File: config.mk
export PLATFORM = sky130hd
export DESIGN_NAME = flip_scheduler_flat
export DESIGN_NICKNAME = d
export VERILOG_FILES = /design/src/rtl/flip_scheduler_if.sv /design/src/rtl/flip_scheduler.sv /design/src/flat_wrapper.sv
export SDC_FILE = /design/constraint.sdc
export NUM_CORES = 1
export LEC_CHECK = 0
export BUFFER_PORTS_ARGS = -buffer_cell sky130_fd_sc_hd__buf_2
export CAP_MARGIN = 10
export CORE_MARGIN = 2
export CORE_UTILIZATION = 43
export CTS_CLUSTER_SIZE = 25
export DETAILED_ROUTE_END_ITERATION = 10
export GPL_ROUTABILITY_DRIVEN = 0
export PLACE_DENSITY = 0.67
export SLEW_MARGIN = 40
export SYNTH_ARGS = -nofsm -noshare
export SYNTH_HDL_FRONTEND = slang
export SYNTH_SLANG_ARGS = --single-unit
File: constraint.sdc
create_clock -name clk_i -period 7 [get_ports clk_i]
set_clock_uncertainty 0.1 [all_clocks]
set_input_delay 1.4 -clock clk_i [delete_from_list [all_inputs] [get_ports clk_i]]
set_output_delay 1.4 -clock clk_i [all_outputs]
set_load 0.02 [all_outputs]
File: src/rtl/flip_scheduler_if.sv
// Handshake/configuration bundle between run control, the flip scheduler
// and the flip engine.
//   master : run control / flip engine side (drives cfg, start, abort, spin events)
//   slave  : flip_scheduler (drives status, engine controls, issue gate)
interface flip_scheduler_if #(
  parameter int unsigned ICON_ADDR_W = 11,
  parameter int unsigned ITER_W      = 16
);
  logic                   cfg_valid_i;
  logic                   cfg_ready_o;
  logic [ICON_ADDR_W-1:0] cfg_icon_num_i;
  logic [ITER_W-1:0]      cfg_max_iter_i;
  logic                   cfg_flip_disable_i;
  logic                   start_i;
  logic                   abort_i;
  logic                   busy_o;
  logic                   done_o;
  logic [1:0]             stop_cause_o;
  logic [ITER_W-1:0]      iter_cnt_o;
  logic                   fe_en_o;
  logic                   fe_cmpt_en_o;
  logic                   fe_flush_o;
  logic                   fe_flip_disable_o;
  logic [ICON_ADDR_W-1:0] fe_icon_last_raddr_plus_one_o;
  logic                   fe_icon_finish_i;
  logic                   issue_allow_o;
  logic                   spin_issue_i;
  logic                   spin_retire_i;

  modport master (
    output cfg_valid_i, cfg_icon_num_i, cfg_max_iter_i, cfg_flip_disable_i,
           start_i, abort_i, fe_icon_finish_i, spin_issue_i, spin_retire_i,
    input  cfg_ready_o, busy_o, done_o, stop_cause_o, iter_cnt_o, fe_en_o,
           fe_cmpt_en_o, fe_flush_o, fe_flip_disable_o,
           fe_icon_last_raddr_plus_one_o, issue_allow_o
  );

  modport slave (
    input  cfg_valid_i, cfg_icon_num_i, cfg_max_iter_i, cfg_flip_disable_i,
           start_i, abort_i, fe_icon_finish_i, spin_issue_i, spin_retire_i,
    output cfg_ready_o, busy_o, done_o, stop_cause_o, iter_cnt_o, fe_en_o,
           fe_cmpt_en_o, fe_flush_o, fe_flip_disable_o,
           fe_icon_last_raddr_plus_one_o, issue_allow_o
  );
endinterface

File: src/rtl/flip_scheduler.sv
// Run-level controller for the flip engine: loads a run configuration,
// flushes the engine, gates spin issue, stops on abort / iteration budget /
// icon exhaustion, drains in-flight spins and pulses done.
// Ports:
//   clk_i, rst_i : clock, asynchronous active-high reset
//   bus          : flip_scheduler_if slave (cfg, start/abort, status,
//                  flip-engine controls, spin issue/retire events)
module flip_scheduler #(
  parameter int unsigned FLIP_ICON_DEPTH = 1024,
  parameter int unsigned ICON_ADDR_W     = $clog2(FLIP_ICON_DEPTH) + 1,
  parameter int unsigned ITER_W          = 16,
  parameter int unsigned MAX_INFLIGHT    = 2
) (
  input  logic            clk_i,
  input  logic            rst_i,
  flip_scheduler_if.slave bus
);
  localparam int unsigned OUT_W   = $clog2(MAX_INFLIGHT + 1);
  localparam int unsigned ITER_W1 = ITER_W + 1;
  localparam logic [OUT_W-1:0] OUT_MAX = OUT_W'(MAX_INFLIGHT);

  localparam logic [1:0] CAUSE_NONE   = 2'd0;
  localparam logic [1:0] CAUSE_ICON   = 2'd1;
  localparam logic [1:0] CAUSE_BUDGET = 2'd2;
  localparam logic [1:0] CAUSE_ABORT  = 2'd3;

  typedef enum logic [2:0] {
    S_IDLE, S_FLUSH, S_RUN, S_DRAIN, S_DONE
  } state_t;

  state_t                 state, state_nxt;
  logic [ICON_ADDR_W-1:0] cfg_icon_num;
  logic [ITER_W-1:0]      cfg_max_iter;
  logic                   cfg_flip_disable;
  logic [OUT_W-1:0]       outstanding;
  logic [ITER_W-1:0]      iter_cnt;
  logic [1:0]             stop_cause, stop_cause_nxt;
  logic                   budget_hit, icon_hit;
  logic [1:0]             run_cause;
  logic                   cfg_ready, busy, done, fe_en, fe_cmpt_en, fe_flush, issue_allow;

  // Stop sources for the current RUN cycle; a retire this cycle counts toward the budget.
  always_comb begin
    budget_hit = (cfg_max_iter != '0) &&
                 (({1'b0, iter_cnt} + ITER_W1'(bus.spin_retire_i)) >= {1'b0, cfg_max_iter});
    icon_hit   = bus.fe_icon_finish_i & ~cfg_flip_disable;
    if (bus.abort_i)  run_cause = CAUSE_ABORT;
    else if (budget_hit) run_cause = CAUSE_BUDGET;
    else if (icon_hit)   run_cause = CAUSE_ICON;
    else                 run_cause = CAUSE_NONE;
  end

  // State register.
  always_ff @(posedge clk_i or posedge rst_i) begin
    if (rst_i) state <= S_IDLE;
    else       state <= state_nxt;
  end

  // Next-state and control decode.
  always_comb begin
    state_nxt      = state;
    stop_cause_nxt = stop_cause;
    cfg_ready      = 1'b0;
    busy           = 1'b1;
    done           = 1'b0;
    fe_en          = 1'b0;
    fe_cmpt_en     = 1'b0;
    fe_flush       = 1'b0;
    issue_allow    = 1'b0;
    case (state)
      S_IDLE: begin
        busy      = 1'b0;
        cfg_ready = 1'b1;
        if (bus.start_i) state_nxt = S_FLUSH;
      end
      S_FLUSH: begin
        fe_flush = 1'b1;
        fe_en    = 1'b1;
        // An abort during flush still lets the flush complete, then drains.
        stop_cause_nxt = bus.abort_i ? CAUSE_ABORT : CAUSE_NONE;
        state_nxt      = bus.abort_i ? S_DRAIN : S_RUN;
      end
      S_RUN: begin
        fe_en      = 1'b1;
        fe_cmpt_en = 1'b1;
        if (run_cause != CAUSE_NONE) begin
          stop_cause_nxt = run_cause;
          state_nxt      = S_DRAIN;
        end else begin
          issue_allow = (outstanding < OUT_MAX);
        end
      end
      S_DRAIN: begin
        fe_en = 1'b1;
        if ((outstanding == '0) && !bus.spin_retire_i) state_nxt = S_DONE;
      end
      S_DONE: begin
        done      = 1'b1;
        state_nxt = S_IDLE;
      end
      default: state_nxt = S_IDLE;
    endcase
  end

  // Configuration, counters and stop cause.
  always_ff @(posedge clk_i or posedge rst_i) begin
    if (rst_i) begin
      cfg_icon_num     <= '0;
      cfg_max_iter     <= '0;
      cfg_flip_disable <= 1'b0;
      outstanding      <= '0;
      iter_cnt         <= '0;
      stop_cause       <= CAUSE_NONE;
    end else begin
      if (cfg_ready && bus.cfg_valid_i) begin
        cfg_icon_num     <= bus.cfg_icon_num_i;
        cfg_max_iter     <= bus.cfg_max_iter_i;
        cfg_flip_disable <= bus.cfg_flip_disable_i;
      end
      stop_cause <= stop_cause_nxt;
      if (state == S_FLUSH) begin
        outstanding <= '0;
        iter_cnt    <= '0;
      end else begin
        // Saturate on protocol errors rather than wrapping.
        if (bus.spin_issue_i && !bus.spin_retire_i && (outstanding != OUT_MAX))
          outstanding <= outstanding + OUT_W'(1);
        else if (bus.spin_retire_i && !bus.spin_issue_i && (outstanding != '0))
          outstanding <= outstanding - OUT_W'(1);
        if (((state == S_RUN) || (state == S_DRAIN)) && bus.spin_retire_i &&
            (iter_cnt != {ITER_W{1'b1}}))
          iter_cnt <= iter_cnt + ITER_W'(1);
      end
    end
  end

  // Protocol checks on the in-flight counter.
  a_no_issue_overflow: assert property (@(posedge clk_i) disable iff (rst_i)
    !(bus.spin_issue_i && !bus.spin_retire_i && (outstanding == OUT_MAX)));
  a_no_retire_underflow: assert property (@(posedge clk_i) disable iff (rst_i)
    !(bus.spin_retire_i && !bus.spin_issue_i && (outstanding == '0)));

  assign bus.cfg_ready_o                   = cfg_ready;
  assign bus.busy_o                        = busy;
  assign bus.done_o                        = done;
  assign bus.stop_cause_o                  = stop_cause;
  assign bus.iter_cnt_o                    = iter_cnt;
  assign bus.fe_en_o                       = fe_en;
  assign bus.fe_cmpt_en_o                  = fe_cmpt_en;
  assign bus.fe_flush_o                    = fe_flush;
  assign bus.fe_flip_disable_o             = cfg_flip_disable;
  assign bus.fe_icon_last_raddr_plus_one_o = cfg_icon_num;
  assign bus.issue_allow_o                 = issue_allow;
endmodule

File: src/flat_wrapper.sv
// flat-port wrapper written by rule: the top's interface ports become plain ports
module flip_scheduler_flat 
#(
  parameter int unsigned FLIP_ICON_DEPTH = 1024,
  parameter int unsigned ICON_ADDR_W     = $clog2(FLIP_ICON_DEPTH) + 1,
  parameter int unsigned ITER_W          = 16,
  parameter int unsigned MAX_INFLIGHT    = 2
)
  (clk_i, rst_i, bus_cfg_valid_i, bus_cfg_icon_num_i, bus_cfg_max_iter_i, bus_cfg_flip_disable_i, bus_start_i, bus_abort_i, bus_fe_icon_finish_i, bus_spin_issue_i, bus_spin_retire_i, bus_cfg_ready_o, bus_busy_o, bus_done_o, bus_stop_cause_o, bus_iter_cnt_o, bus_fe_en_o, bus_fe_cmpt_en_o, bus_fe_flush_o, bus_fe_flip_disable_o, bus_fe_icon_last_raddr_plus_one_o, bus_issue_allow_o);
  flip_scheduler_if #(.ICON_ADDR_W(ICON_ADDR_W), .ITER_W(ITER_W)) bus_i ();
  input  logic clk_i;
  input  logic rst_i;
  input wire logic [$bits(bus_i.cfg_valid_i)-1:0] bus_cfg_valid_i;
  input wire logic [$bits(bus_i.cfg_icon_num_i)-1:0] bus_cfg_icon_num_i;
  input wire logic [$bits(bus_i.cfg_max_iter_i)-1:0] bus_cfg_max_iter_i;
  input wire logic [$bits(bus_i.cfg_flip_disable_i)-1:0] bus_cfg_flip_disable_i;
  input wire logic [$bits(bus_i.start_i)-1:0] bus_start_i;
  input wire logic [$bits(bus_i.abort_i)-1:0] bus_abort_i;
  input wire logic [$bits(bus_i.fe_icon_finish_i)-1:0] bus_fe_icon_finish_i;
  input wire logic [$bits(bus_i.spin_issue_i)-1:0] bus_spin_issue_i;
  input wire logic [$bits(bus_i.spin_retire_i)-1:0] bus_spin_retire_i;
  output wire logic [$bits(bus_i.cfg_ready_o)-1:0] bus_cfg_ready_o;
  output wire logic [$bits(bus_i.busy_o)-1:0] bus_busy_o;
  output wire logic [$bits(bus_i.done_o)-1:0] bus_done_o;
  output wire logic [$bits(bus_i.stop_cause_o)-1:0] bus_stop_cause_o;
  output wire logic [$bits(bus_i.iter_cnt_o)-1:0] bus_iter_cnt_o;
  output wire logic [$bits(bus_i.fe_en_o)-1:0] bus_fe_en_o;
  output wire logic [$bits(bus_i.fe_cmpt_en_o)-1:0] bus_fe_cmpt_en_o;
  output wire logic [$bits(bus_i.fe_flush_o)-1:0] bus_fe_flush_o;
  output wire logic [$bits(bus_i.fe_flip_disable_o)-1:0] bus_fe_flip_disable_o;
  output wire logic [$bits(bus_i.fe_icon_last_raddr_plus_one_o)-1:0] bus_fe_icon_last_raddr_plus_one_o;
  output wire logic [$bits(bus_i.issue_allow_o)-1:0] bus_issue_allow_o;
  assign bus_i.cfg_valid_i = bus_cfg_valid_i;
  assign bus_i.cfg_icon_num_i = bus_cfg_icon_num_i;
  assign bus_i.cfg_max_iter_i = bus_cfg_max_iter_i;
  assign bus_i.cfg_flip_disable_i = bus_cfg_flip_disable_i;
  assign bus_i.start_i = bus_start_i;
  assign bus_i.abort_i = bus_abort_i;
  assign bus_i.fe_icon_finish_i = bus_fe_icon_finish_i;
  assign bus_i.spin_issue_i = bus_spin_issue_i;
  assign bus_i.spin_retire_i = bus_spin_retire_i;
  assign bus_cfg_ready_o = bus_i.cfg_ready_o;
  assign bus_busy_o = bus_i.busy_o;
  assign bus_done_o = bus_i.done_o;
  assign bus_stop_cause_o = bus_i.stop_cause_o;
  assign bus_iter_cnt_o = bus_i.iter_cnt_o;
  assign bus_fe_en_o = bus_i.fe_en_o;
  assign bus_fe_cmpt_en_o = bus_i.fe_cmpt_en_o;
  assign bus_fe_flush_o = bus_i.fe_flush_o;
  assign bus_fe_flip_disable_o = bus_i.fe_flip_disable_o;
  assign bus_fe_icon_last_raddr_plus_one_o = bus_i.fe_icon_last_raddr_plus_one_o;
  assign bus_issue_allow_o = bus_i.issue_allow_o;
  flip_scheduler #(.FLIP_ICON_DEPTH(FLIP_ICON_DEPTH), .ICON_ADDR_W(ICON_ADDR_W), .ITER_W(ITER_W), .MAX_INFLIGHT(MAX_INFLIGHT)) u_core (.clk_i(clk_i), .rst_i(rst_i), .bus(bus_i));
endmodule
==> impl_metrics.csv <==
group,metric,value,unit
status,status,"finished, final reports clean",
worst_setup_path,startpoint,"bus_spin_retire_i",
route,drt_iter0_markers,105,
pwr,switchingPower,0.000510,W
clocking,cts_tree,"done",
floorplan,dieWidth,87.7,µm
synthesis,ys_seq_elements,51,
final_layout,stdcell_count,488,
worst_setup_path,worstSetupEndpointType,"primary output",
synthesis,syn_area_per_cell,9.39,µm²
timing,slew_violations,0,
floorplan,rows,30,
clocking,clockBufferDepth,2,
pwr,power_per_cell_area,343,nW/µm²
final_layout,regArea,1280,µm²
clocking,clock_latency,0.31,ns
floorplan,die_area,7690,µm²
timing,setup_tns,0,ns
final_layout,fin_nets,446,
route,first_pass_iters,4,
clocking,cts_resized,0,
synthesis,yosysTopAreaCellShare,0.424,
synthesis,synth_edf_count,0,
pwr,clkPwrFrac,0.171,
pwr,internal-power,0.000722,W
synthesis,yosysMostFrequentCell,"dfrtp_1",
worst_setup_path,worst_r2r_endpoint,"u_core.state[0]",
timing,rsz0062_at_grt,"false",
worst_setup_path,worstPathMaxFanout,7,
run,drv_cap,0,
timing,worst_pin_slew,0.633,ns
placed_design,dpl.hpwl,5.23,mm
synthesis,ys_warn_count,0,
worst_setup_path,cp-start-kind,"input port",
worst_setup_path,critPathArrivalTime,4.10,ns
route,wire_per_inst,14.1,µm
pwr,p_leak,1.76,nW
timing,max_freq,179,MHz
synthesis,ys_top_cells_by_count,"dfrtp_1 (51), nand2_1 (30), nor2_1 (27)",
timing,min_period_over_period,0.800,
synthesis,synthesis.area,3010,µm²
synthesis,synth_top_area_cell,"dfrtp_1",
final_layout,fillers,646,
placed_design,place_inst,480,
synthesis,synth_flop_cell,"dfrtp_1",
final_layout,n_antenna_cell,0,
route,ant_nets,0,
worst_setup_path,worstRegToRegCells,11,
global_routing,antenna_found_initial,0,
pwr,switching_share,0.414,
worst_setup_path,r2r-start,"u_core.bus.iter_cnt_o[0]",
timing,slew_headroom,0.573,
clocking,path_clk_slew,0.09,ns
global_routing,grt_max_degree,52,
clocking,cts_buffers,5,
clocking,cts_max_level,2,
pwr,p_comb_frac,0.435,
floorplan,chipHeight,87.7,µm
floorplan,core_area,6790,µm²
hold_path,hp-class,"reg -> reg",
clocking,cts_sinks,51,
timing,setup_violations,0,
timing,fin_crit,5.60,ns
final_layout,post_route_cells_drive_above_1_share,0.265,
global_routing,grt.total_usage,0.187,
clocking,post_cts_buffers,0,
clocking,ctsHoldBuffers,0,
pwr,vdd_drop_max,0.180,mV
placed_design,io_buffers,72,
final_layout,syn_to_final_growth,19.2,%
synthesis,ys_types,44,
route,routed_via_density,5.17,
worst_setup_path,crit_end,"bus_issue_allow_o",
timing,hold_viol_final,0,
route,vias,2524,
pwr,seqPwrFrac,0.394,
synthesis,synth_seq_area_share,0.424,
worst_setup_path,critPathKind,"in -> out",
floorplan,start_util,0.443,
synthesis,synthTopCellsByArea,"dfrtp_1 (42%), ha_1 (7.9%), mux2_2 (4.9%)",
route,drc,0,
floorplan,ios,73,
worst_setup_path,reg2reg_slack,3.87,ns
synthesis,netlist_instances,321,
route,routed_wl,6.89,mm
synthesis,async_reset_ff_frac,1.00,
global_routing,grt_overflow_total,0,
synthesis,syn_nets,376,
global_routing,grt_pass1_vias,2381,
worst_setup_path,required,5.50,ns
clocking,root_buffer,"clkbuf_8",
global_routing,grt_pass1_wl,11.5,mm
final_layout,multi_input_area,1610,µm²
## routing by layer
metal,GRT usage,share of wire
met5,0,0
met3,0.0273,0.036
met2,0.287,0.45
met1,0.280,0.51
met4,0.0462,0.010
## cells in the final DEF, fill, tap and decap left out, types with 2 or more instances in the layout
master      n
a211oi_1    5
a21o_1      2
a21oi_1    11
and2_1      3
and3_1      4
buf_2      72
buf_4       2
clkbuf_8    5
dfrtp_1    51
ha_1       19
inv_1      24
mux2_2     13
nand2_1    30
nand2b_1    2
nand3_1     9
nand3b_1    2
nand4_1     6
nor2_1     27
nor2b_1     8
nor3_1      8
nor4_1      8
o2111ai_1   2
o211ai_1    4
o21a_1      2
o21ai_0    20
or2_2       2
or3_1       2
or4_1       2
xnor2_1    16
xor2_1     12
## registers in the layout, indices dropped and copies added, names as in the netlist
| signal | flops |
|---|---|
| u_core.cfg_max_iter | 16 |
| u_core.state | 3 |
| u_core.bus.iter_cnt_o | 16 |
| u_core.bus.fe_icon_last_raddr_plus_one_o | 11 |
| u_core.outstanding | 2 |
| u_core.bus.stop_cause_o | 2 |
| u_core.bus.fe_flip_disable_o | 1 |
## stage by stage
stage	instance area, µm²	setup slack (ns)	hold WS [ns]	utilization	power, W
6_report	3590	1.40	0.411	0.529	0.00123
5_1_grt	3590	1.17	0.435	0.529	0.00134
4_1_cts	3580	1.41	0.414	0.527	0.00124
3_5_place_dp	3470	1.40	0.391	0.511	0.00103
3_3_place_gp	3470	1.55	0.384	0.510	0.00101
2_1_floorplan	3010	1.85	0.391	-	0.000858
## power by group through the flow
stage / Sequential, W / Combinational, W / Clock, W
3_5_place_dp: 0.000490 / 0.000542 / 0
2_1_floorplan: 0.000524 / 0.000334 / 0
3_3_place_gp: 0.000485 / 0.000526 / 0
6_report: 0.000485 / 0.000536 / 0.000211
4_1_cts: 0.000485 / 0.000544 / 0.000215
5_1_grt: 0.000503 / 0.000606 / 0.000228
## worst min path at each step
stage	startpoint	endpoint	slack [ns]	depth (start not counted)
2_1_floorplan	u_core.outstanding[0]	u_core.outstanding[0]	0.39	1
3_3_place_gp	u_core.bus.fe_icon_last_raddr_plus_one_o[9]	u_core.bus.fe_icon_last_raddr_plus_one_o[9]	0.38	1
3_5_place_dp	u_core.bus.fe_icon_last_raddr_plus_one_o[8]	u_core.bus.fe_icon_last_raddr_plus_one_o[8]	0.39	1
4_1_cts	u_core.bus.fe_icon_last_raddr_plus_one_o[8]	u_core.bus.fe_icon_last_raddr_plus_one_o[8]	0.41	1
5_1_grt	u_core.bus.fe_icon_last_raddr_plus_one_o[5]	u_core.bus.fe_icon_last_raddr_plus_one_o[5]	0.44	1
6_report	u_core.bus.fe_icon_last_raddr_plus_one_o[7]	u_core.bus.fe_icon_last_raddr_plus_one_o[7]	0.41	1
## kinds of logic (layout without fill, tap and decap cells)
| logic type | count (synthesis) | in the layout | share of synthesized area |
|---|---|---|---|
| simple gates | 118 | 118 | 0.199 |
| compound gates | 55 | 55 | 0.119 |
| flops | 51 | 51 | 0.424 |
| buf+inv | 36 | 107 | 0.0465 |
| xor+xnor | 28 | 28 | 0.0814 |
| fa+ha+maj | 19 | 19 | 0.0789 |
| mux | 14 | 14 | 0.0519 |
## area by class of cell
cell class / instances / area share
tap: 96 / 0.0334
clock inverter: 3 / 0.0122
timing repair buffer: 74 / 0.105
multi-input combinational: 234 / 0.448
inverter: 25 / 0.0268
sequential: 51 / 0.355
clock buffer: 5 / 0.0192
## worst max-delay path, cell delays in order
cell and delay, ns:
buf_2 0.13, ha_1 0.20, ha_1 0.19, nand3_1 0.24
nor2_1 0.20, xor2_1 0.17, ha_1 0.26, nand4_1 0.14
nor3_1 0.07, a2111oi_0 0.54, o211ai_1 0.19, a21oi_1 0.18
buf_2 0.19
Note: power is estimated with default switching activity, not from simulation.
